**src/rtl/rpsc_ps_interlock.sv**
```systemverilog
// rpsc_ps_interlock
//   Multi-channel power-supply interlock and sequencer for RPSC cards.
//   NUM_CH supply channels are cascaded: channel k may only switch on once
//   channel k-1 reports ch_ok, which enforces the power-up order (for
//   example G1 before anode). Each channel has its own fault group, its own
//   settle timer (SETTLE_BASE*(k+1) cycles) and a trip-latching state machine.
//
//   Optional build macro RPSC_FAULT_FILTER_EN: when defined, every fault bit
//   passes through a 2-flop synchronizer and a 3-sample debounce before it
//   reaches the channel logic.
//
// Ports
//   clk        in   system clock, all state on the rising edge
//   reset      in   asynchronous, active-high reset
//   fault      in   [NUM_CH*NUM_FAULTS] faults, channel k owns [k*NUM_FAULTS +: NUM_FAULTS]
//   ext_ready  in   [NUM_CH] external readiness per channel
//   ps_act     in   [NUM_CH] supply-active feedback per channel
//   u_low      in   [NUM_CH] output-voltage-low flag per channel
//   clear      in   single-cycle trip acknowledge, all channels
//   on_perm    out  [NUM_CH] switch-on permission (combinational)
//   ch_ok      out  [NUM_CH] channel settled and healthy (registered)
//   alarm      out  [NUM_CH] latched trip (registered)
//   trip_cause out  [2*NUM_CH] per channel 00 none, 01 fault, 10 undervoltage
//   busy       out  [NUM_CH] channel ramping (registered)
module rpsc_ps_interlock #(
    parameter  int NUM_CH      = 2,
    parameter  int NUM_FAULTS  = 7,
    parameter  int SETTLE_BASE = 128,
    localparam int CNT_W       = $clog2(SETTLE_BASE * NUM_CH + 1)
) (
    input  logic                           clk,
    input  logic                           reset,
    input  logic [NUM_CH*NUM_FAULTS-1:0]   fault,
    input  logic [NUM_CH-1:0]              ext_ready,
    input  logic [NUM_CH-1:0]              ps_act,
    input  logic [NUM_CH-1:0]              u_low,
    input  logic                           clear,
    output logic [NUM_CH-1:0]              on_perm,
    output logic [NUM_CH-1:0]              ch_ok,
    output logic [NUM_CH-1:0]              alarm,
    output logic [2*NUM_CH-1:0]            trip_cause,
    output logic [NUM_CH-1:0]              busy
);

    localparam int FW = NUM_CH * NUM_FAULTS;

    typedef enum logic [1:0] {
        IDLE = 2'd0,
        RAMP = 2'd1,
        OK   = 2'd2,
        TRIP = 2'd3
    } state_e;

    logic [FW-1:0] fault_f;

`ifdef RPSC_FAULT_FILTER_EN
    // s1/s2 synchronize; h1/h2 hold the two previous synchronized samples.
    // A bit is asserted only while three consecutive samples are high and
    // drops as soon as the newest synchronized sample is low.
    logic [FW-1:0] s1_q, s1_d, s2_q, s2_d, h1_q, h1_d, h2_q, h2_d;

    always_comb begin
        s1_d = fault;
        s2_d = s1_q;
        h1_d = s2_q;
        h2_d = h1_q;
    end

    always_ff @(posedge clk or posedge reset) begin
        if (reset) begin
            s1_q <= '0;
            s2_q <= '0;
            h1_q <= '0;
            h2_q <= '0;
        end else begin
            s1_q <= s1_d;
            s2_q <= s2_d;
            h1_q <= h1_d;
            h2_q <= h2_d;
        end
    end

    assign fault_f = s2_q & h1_q & h2_q;
`else
    assign fault_f = fault;
`endif

    for (genvar k = 0; k < NUM_CH; k++) begin : g_ch
        localparam int LIM = SETTLE_BASE * (k + 1) - 1;

        state_e             state_q, state_d;
        logic [CNT_W-1:0]   cnt_q, cnt_d;
        logic [1:0]         cause_q, cause_d;
        logic               any_fault, up_ok, permit, drop, at_lim;

        if (k == 0) begin : g_head
            assign up_ok = 1'b1;
        end else begin : g_casc
            assign up_ok = ch_ok[k-1];
        end

        assign any_fault = |fault_f[k*NUM_FAULTS +: NUM_FAULTS];
        assign permit    = ~any_fault & ext_ready[k] & up_ok;
        assign drop      = ~ps_act[k] | ~ext_ready[k] | ~up_ok;
        assign at_lim    = (cnt_q == CNT_W'(LIM));

        // Priority: fault > undervoltage > supply/upstream drop > settle expiry.
        always_comb begin
            state_d = state_q;
            cnt_d   = '0;
            cause_d = cause_q;
            case (state_q)
                IDLE: begin
                    if (any_fault) begin
                        state_d = TRIP;
                        cause_d = 2'b01;
                    end else if (permit && ps_act[k]) begin
                        state_d = RAMP;
                    end
                end
                RAMP: begin
                    if (any_fault) begin
                        state_d = TRIP;
                        cause_d = 2'b01;
                    end else if (at_lim && u_low[k]) begin
                        state_d = TRIP;
                        cause_d = 2'b10;
                    end else if (drop) begin
                        state_d = IDLE;
                    end else if (at_lim) begin
                        state_d = OK;
                    end else begin
                        cnt_d = cnt_q + CNT_W'(1);
                    end
                end
                OK: begin
                    if (any_fault) begin
                        state_d = TRIP;
                        cause_d = 2'b01;
                    end else if (u_low[k]) begin
                        state_d = TRIP;
                        cause_d = 2'b10;
                    end else if (drop) begin
                        state_d = IDLE;
                    end
                end
                TRIP: begin
                    // Trip is only released with the fault gone and the supply off.
                    if (clear && !any_fault && !ps_act[k]) begin
                        state_d = IDLE;
                        cause_d = 2'b00;
                    end
                end
                default: state_d = IDLE;
            endcase
        end

        always_ff @(posedge clk or posedge reset) begin
            if (reset) begin
                state_q <= IDLE;
                cnt_q   <= '0;
                cause_q <= 2'b00;
            end else begin
                state_q <= state_d;
                cnt_q   <= cnt_d;
                cause_q <= cause_d;
            end
        end

        assign on_perm[k]          = permit & (state_q != TRIP);
        assign ch_ok[k]            = (state_q == OK);
        assign alarm[k]            = (state_q == TRIP);
        assign busy[k]             = (state_q == RAMP);
        assign trip_cause[2*k +: 2] = cause_q;
    end

endmodule

```
**config.mk**
```make
export PLATFORM = sky130hd
export DESIGN_NAME = rpsc_ps_interlock
export DESIGN_NICKNAME = d
export VERILOG_FILES = /design/src/rtl/rpsc_ps_interlock.sv
export SDC_FILE = /design/constraint.sdc
export NUM_CORES = 1
export LEC_CHECK = 0
export CAP_MARGIN = 20
export CORE_ASPECT_RATIO = 0.5
export CORE_MARGIN = 4
export CORE_UTILIZATION = 30
export CTS_CLUSTER_SIZE = 28
export DETAILED_ROUTE_END_ITERATION = 12
export GPL_TIMING_DRIVEN = 1
export SKIP_CTS_REPAIR_TIMING = 1
export SLEW_MARGIN = 30
export SYNTH_ARGS = -nofsm -noshare
export SYNTH_HDL_FRONTEND = slang
export SYNTH_SLANG_ARGS = --single-unit
```
**constraint.sdc**
```tcl
create_clock -name clk -period 2.9 [get_ports clk]
set_input_delay 0.58 -clock clk [delete_from_list [all_inputs] [get_ports clk]]
set_output_delay 0.58 -clock clk [all_outputs]
set_load 0.03 [all_outputs]
```
==> impl_metrics.csv, run 1 <==
group,metric,value,unit
yosys,ys_ff_latch,26,
placement,dp.cells,274,
drt,firstDrtPassIters,4,
drt,drtIter0Drc,65,
clock_network,cts_buffers,3,
setup_path,cp_data_arrival_time,2.19,ns
floorplanning,die_x,112,um
global_route,grt_pass1_vias,1309,
global_route,grt_max_degree,27,
yosys,avgSynthCellArea,9.57,um2
yosys,synth_area_leaders,"dfrtp_1 40%, ha_1 8.6%, nor2_1 5.8%, xnor2_1 4.4%, nand3_1 2.8%",
sta,tightest_slew,0.632,ns
setup_path,cp-end-kind,"output pin",
clock_network,clk_path_buf_depth,2,
yosys,yosys_warnings,0,
sta,fin_worst_skew,0.0113,ns
layout,syn2layout_area_growth,32.3,%
clock_network,clkSinkCount,26,
sta,hold_violations,0,
clock_network,clkLatencyLatePin,0.27,ns
sta,period_needed,2.77,ns
yosys,synth.distinct_cells,43,
setup_path,slowest_delay,0.54,ns
layout,diodes,0,
run,cap_violations,0,
floorplanning,core,5040,um2
layout,drive_gt1_share,12.9,%
yosys,synth_cells,168,
yosys,synth_nets,202,
setup_path,crit_required,2.32,ns
yosys,yosysTopAreaCellShare,40.5,%
power,vdd_drop_max,253,uV
layout,fillers,503,
sta,fmaxAchievable,0.361,GHz
layout,most-common-layout-cells,"28 x clkdlybuf4s50_1, 26 x dfrtp_1, 25 x nor2_1, 12 x inv_1, 11 x ha_1",
setup_path,cp_cell_sequence,"clkdlybuf4s50_1 > or4_4 > or2_2 > nor3_1 > buf_4",
power,total_power,0.00145,W
sta,rsz0062_at_grt,"false",
setup_path,path_max_fanout,4,
global_route,grt_usage,10.5,%
power,power_density,684,nW/um2
layout,nets,244,
global_route,grt_pass1_wl,5.82,mm
placement,placed_area,2050,um2
global_route,antenna_found_initial,0,
power,power.static_leakage,0.902,nW
drt,drc_errors,0,
worst_hold_path,holdCritPathClass,"reg2reg",
layout,final_util,42.2,%
global_route,grt_overflow,0,
setup_path,cp_slowest_cell,"or4_4",
floorplanning,io_pins,35,
placement,globalplace.congestion,0.819,
drt,wl,3.52,mm
layout,final_common_cell,"clkdlybuf4s50_1",
clock_network,cts.htree.levels,1,
placement,io_buffers,34,
yosys,ys_seq_area_share,40.5,%
drt,wl_per_cell,12.6,um
floorplanning,die_area,6670,um2
floorplanning,rows,18,
placement,dp_hpwl,2.78,mm
sta,setup_viol,0,
outcome,status,"finished clean",
drt,vias,1336,
drt,antenna_left,0,
sta,setup_slack,0.132,ns
drt,avgViaCountPerCell,4.79,
sta,finalCritPeriodShare,95.4,%
yosys,synth_top_cell_by_area,"dfrtp_1",
clock_network,cts_tree,"yes",
sta,slew_headroom,57.2,%
yosys,synth.cell_area,1610,um2
setup_path,critPathLaunchType,"input pin",
setup_path,critPathKind,"in2out",
floorplanning,start_util,31.9,%
layout,fin_cells,279,
layout,final_area,2130,um2
floorplanning,die_h,59.8,um
clock_network,path_clk_slew,0.08,ns
placement,pre_cts_ws,-0.0888,ns
clock_network,clk_root_buffer_cell,"clkbuf_8",
sta,finalMaxSlewViolations,0,
## through the flow
stage | TNS, ns | hold WS, ns
global route | 0 | 0.491
floorplan | 0 | 0.433
global placement | -0.203 | 0.445
CTS | -0.0554 | 0.477
finish | 0 | 0.465
detailed placement | -0.318 | 0.465
## registers in the layout, summed over array words and instances, names as in the netlist
signal	flops
g_ch.state_q	4
g_ch.cause_q	4
g_ch.cnt_q	18
## path summary, 6_finish.rpt
check                                   start  cells after the start  slack, ns                 end
min in group asynchronous               reset                      3       0.68    g_ch[1].cnt_q[5]
max in group asynchronous               reset                      3       1.96  g_ch[1].cause_q[0]
hold reg to reg              g_ch[1].cnt_q[0]                      1       0.46    g_ch[1].cnt_q[0]
setup / recovery                    fault[12]                      5       0.13          on_perm[1]
hold / removal               g_ch[1].cnt_q[0]                      1       0.46    g_ch[1].cnt_q[0]
setup reg to reg           g_ch[0].state_q[0]                      7       0.73  g_ch[1].state_q[1]
## where the power goes
group          switching, W  total [W]  internal (W)
clock network      0.000114   0.000235      0.000121
registers         0.0000441   0.000452      0.000408
logic              0.000417   0.000768      0.000351
total              0.000574    0.00145      0.000880
## cells by family after synthesis
| kind of cell | after synthesis | share of synthesized area [%] |
|---|---|---|
| compound gates | 23 | 11.2 |
| buf+inv | 17 | 5.14 |
| fa+ha+maj | 11 | 8.56 |
| mux | 7 | 4.67 |
| xor+xnor | 13 | 7.08 |
| flops | 26 | 40.5 |
| simple gates | 71 | 22.9 |
## per-layer routing
metal,vias to the layer above,global-route usage [%],share of wire [%]
met5,-,0,0
met4,0,2.08,1.0
met3,2,2.43,1.5
met2,7,19.2,50
met1,657,12.9,47
li1,670,-,-
## cell type report
cell class	instances	area, um2	share of cell area, %
Multi-Input combinational cell	125	883	41.5
Sequential cell	26	651	30.6
Inverter	12	45.0	2.12
Clock buffer	4	55.1	2.59
Tap cell	70	87.6	4.12
Timing Repair Buffer	42	405	19.1
## cell usage after synthesis
master / count
and3_1: 1
mux2_2: 2
nand2b_1: 1
and4_1: 1
xnor2_1: 8
o21ai_0: 5
a21o_1: 2
nand2_1: 9
ha_1: 11
dfrtp_1: 26
or4_4: 2
xor2_1: 5
nor3_1: 4
o221ai_1: 2
mux2i_1: 3
or3_1: 2
a21bo_2: 1
buf_4: 1
o22ai_1: 1
o221a_2: 1
o22a_1: 1
buf_6: 2
nor3b_1: 2
o311ai_0: 1
nand4_1: 4
o41ai_1: 2
or2_2: 2
clkbuf_1: 2
nor4b_1: 1
o211ai_2: 1
nor2b_1: 3
mux2_1: 2
nand3_1: 9
a31oi_1: 1
o31ai_2: 1
nor4_1: 2
or4_1: 2
nor2_1: 25
or3_4: 1
o211ai_1: 2
a21oi_1: 1
o31a_1: 1
inv_1: 12
## worst max-delay path: cells and delay by family
family	cells	cell delay (ns)
buffers and inverters	2	0.61
and+or+nand+nor	3	1.00
Note: power is estimated with default switching activity, not from simulation.
==> run 2: changes to the inputs <==
--- a/config.mk
+++ b/config.mk
@@ -5,13 +5,14 @@
 export SDC_FILE = /design/constraint.sdc
 export NUM_CORES = 1
 export LEC_CHECK = 0
+export ABC_CLOCK_PERIOD_IN_PS = 2900
 export CAP_MARGIN = 20
 export CORE_ASPECT_RATIO = 0.5
 export CORE_MARGIN = 4
 export CORE_UTILIZATION = 30
 export CTS_CLUSTER_SIZE = 28
 export DETAILED_ROUTE_END_ITERATION = 12
-export GPL_TIMING_DRIVEN = 1
+export GPL_TIMING_DRIVEN = 0
 export SKIP_CTS_REPAIR_TIMING = 1
 export SLEW_MARGIN = 30
 export SYNTH_ARGS = -nofsm -noshare
==> run 2 against run 1 <==
  * Fmax decreased by 2.1%
  * Critical path type unchanged
  * Combinational power increased by 0.8%
  * Clock skew decreased by 0.0031 ns
  * Worst hold slack improved by 0.0027 ns
  * Routed wire length decreased by 1.7%
  * Setup slack got worse by 0.060 ns
  * Total power increased by 4.3%
  * Die area unchanged
==> impl_metrics.csv, run 2 (same netlist as run 1, synthesis figures left out) <==
group,metric,value,unit
floorplanning,rows,18,
floorplanning,die_x,112,um
layout,drive_gt1_share,10.7,%
clock_network,cts.htree.levels,1,
clock_network,clkSinkCount,26,
sta,hold_violations,0,
sta,setup_viol,0,
setup_path,cp-end-kind,"output pin",
layout,multi_input_area,882,um2
placement,dp_hpwl,2.74,mm
drt,vias,1320,
setup_path,critPathLaunchType,"input pin",
global_route,grt_usage,10.9,%
clock_network,path_clk_slew,0.09,ns
floorplanning,die_h,59.8,um
placement,globalplace.congestion,0.774,
layout,regArea,651,um2
setup_path,path_max_fanout,8,
sta,fin_worst_skew,0.00821,ns
power,power.static_leakage,0.896,nW
layout,final_util,42.1,%
clock_network,clkLatencyLatePin,0.27,ns
layout,final_common_cell,"clkdlybuf4s50_1",
floorplanning,io_pins,35,
sta,rsz0062_at_grt,"false",
drt,wl,3.46,mm
worst_hold_path,hold_start,"g_ch[1].cnt_q[0]",
sta,finalCritPeriodShare,97.5,%
clock_network,cts_tree,"yes",
outcome,status,"finished clean",
placement,dp.cells,272,
drt,firstDrtPassIters,4,
layout,nets,240,
setup_path,cp_data_arrival_time,2.25,ns
layout,top_register,"g_ch.cnt_q",
power,vdd_drop_max,224,uV
setup_path,timing.rr.start,"g_ch[0].state_q[0]",
setup_path,crit_start,"fault[9]",
layout,syn2layout_area_growth,32.1,%
layout,fillers,498,
global_route,antenna_found_initial,0,
sta,tightest_slew,0.721,ns
global_route,grt_max_degree,27,
drt,avgViaCountPerCell,4.80,
setup_path,crit_required,2.32,ns
setup_path,cp-endpoint,"on_perm[1]",
setup_path,slowest_delay,0.60,ns
worst_hold_path,hold_path_depth,1,
drt,antenna_left,0,
global_route,grt_overflow,0,
run,cap_violations,0,
setup_path,ff2ff_setup_slack,0.59,ns
global_route,grt_pass1_vias,1362,
sta,period_needed,2.83,ns
setup_path,reg2reg_to,"g_ch[1].state_q[1]",
layout,largest_register_ff_count,18,
floorplanning,core,5040,um2
setup_path,rr_worst_depth,8,
setup_path,cp_cell_sequence,"clkdlybuf4s50_1 > or4_1 > or2_4 > nor3_1 > buf_4",
layout,most-common-layout-cells,"28 x clkdlybuf4s50_1, 26 x dfrtp_1, 25 x nor2_1, 11 x inv_1, 11 x ha_1",
placement,pre_cts_ws,-0.626,ns
sta,fmaxAchievable,0.354,GHz
clock_network,clk_path_buf_depth,2,
floorplanning,die_area,6670,um2
clock_network,cts_buffers,3,
worst_hold_path,holdCritPathClass,"reg2reg",
sta,finalMaxSlewViolations,0,
sta,hold_ws,0.467,ns
drt,drc_errors,0,
setup_path,critPathKind,"in2out",
floorplanning,start_util,31.9,%
layout,fin_cells,275,
clock_network,clk_root_buffer_cell,"clkbuf_8",
sta,slew_headroom,51.3,%
drt,wl_per_cell,12.6,um
sta,setup_slack,0.0724,ns
placement,io_buffers,34,
drt,drtIter0Drc,31,
global_route,grt_pass1_wl,6.00,mm
layout,largestRegisters,"g_ch.cnt_q: 18 flops, g_ch.cause_q: 4 flops, g_ch.state_q: 4 flops",
power,power_density,714,nW/um2
setup_path,cp_slowest_cell,"or4_1",
layout,diodes,0,
## run 2: metal layers
metal	vias up	GRT usage, %	part of all wire, %	wire length, um
met2	7	21.0	54	1860
met1	648	12.7	44	1510
met5	-	0	0	0
met4	0	2.60	1.0	35
met3	2	2.43	1.6	54
li1	663	-	-	-
## run 2: cell type report
cell class,instances,share of cell area [%]
buffer,3,1.06
clock buffer,3,1.94
clock inverter,1,1.41
inverter,12,2.12
multi-input combinational,125,41.5
sequential,26,30.6
tap,70,4.12
timing repair buffer,35,17.2
## run 2: how the worst min path moves through the flow
stage / endpoint
5_1_grt: g_ch[1].cnt_q[0]
3_3_place_gp: g_ch[1].cnt_q[0]
4_1_cts: g_ch[1].cnt_q[0]
6_report: g_ch[1].cnt_q[0]
3_5_place_dp: g_ch[1].cnt_q[0]
2_1_floorplan: g_ch[1].cnt_q[0]
## run 2: metrics by stage
step	TNS (ns)	cell area, um2	power, W
floorplan	0	1610	0.000988
global placement	-2.07	2040	0.00122
detailed placement	-2.23	2040	0.00123
CTS	-1.26	2110	0.00154
global route	0	2120	0.00163
finish	0	2120	0.00152
## run 2: power by group
part	switching (W)	total, W	internal, W
clock network	0.000114	0.000299	0.000185
registers	0.0000372	0.000445	0.000408
logic	0.000423	0.000774	0.000351
## run 2: critical path: cells and delay by family
family	cells	cell delay [ns]
buf+inv	2	0.58
simple gates	3	1.09
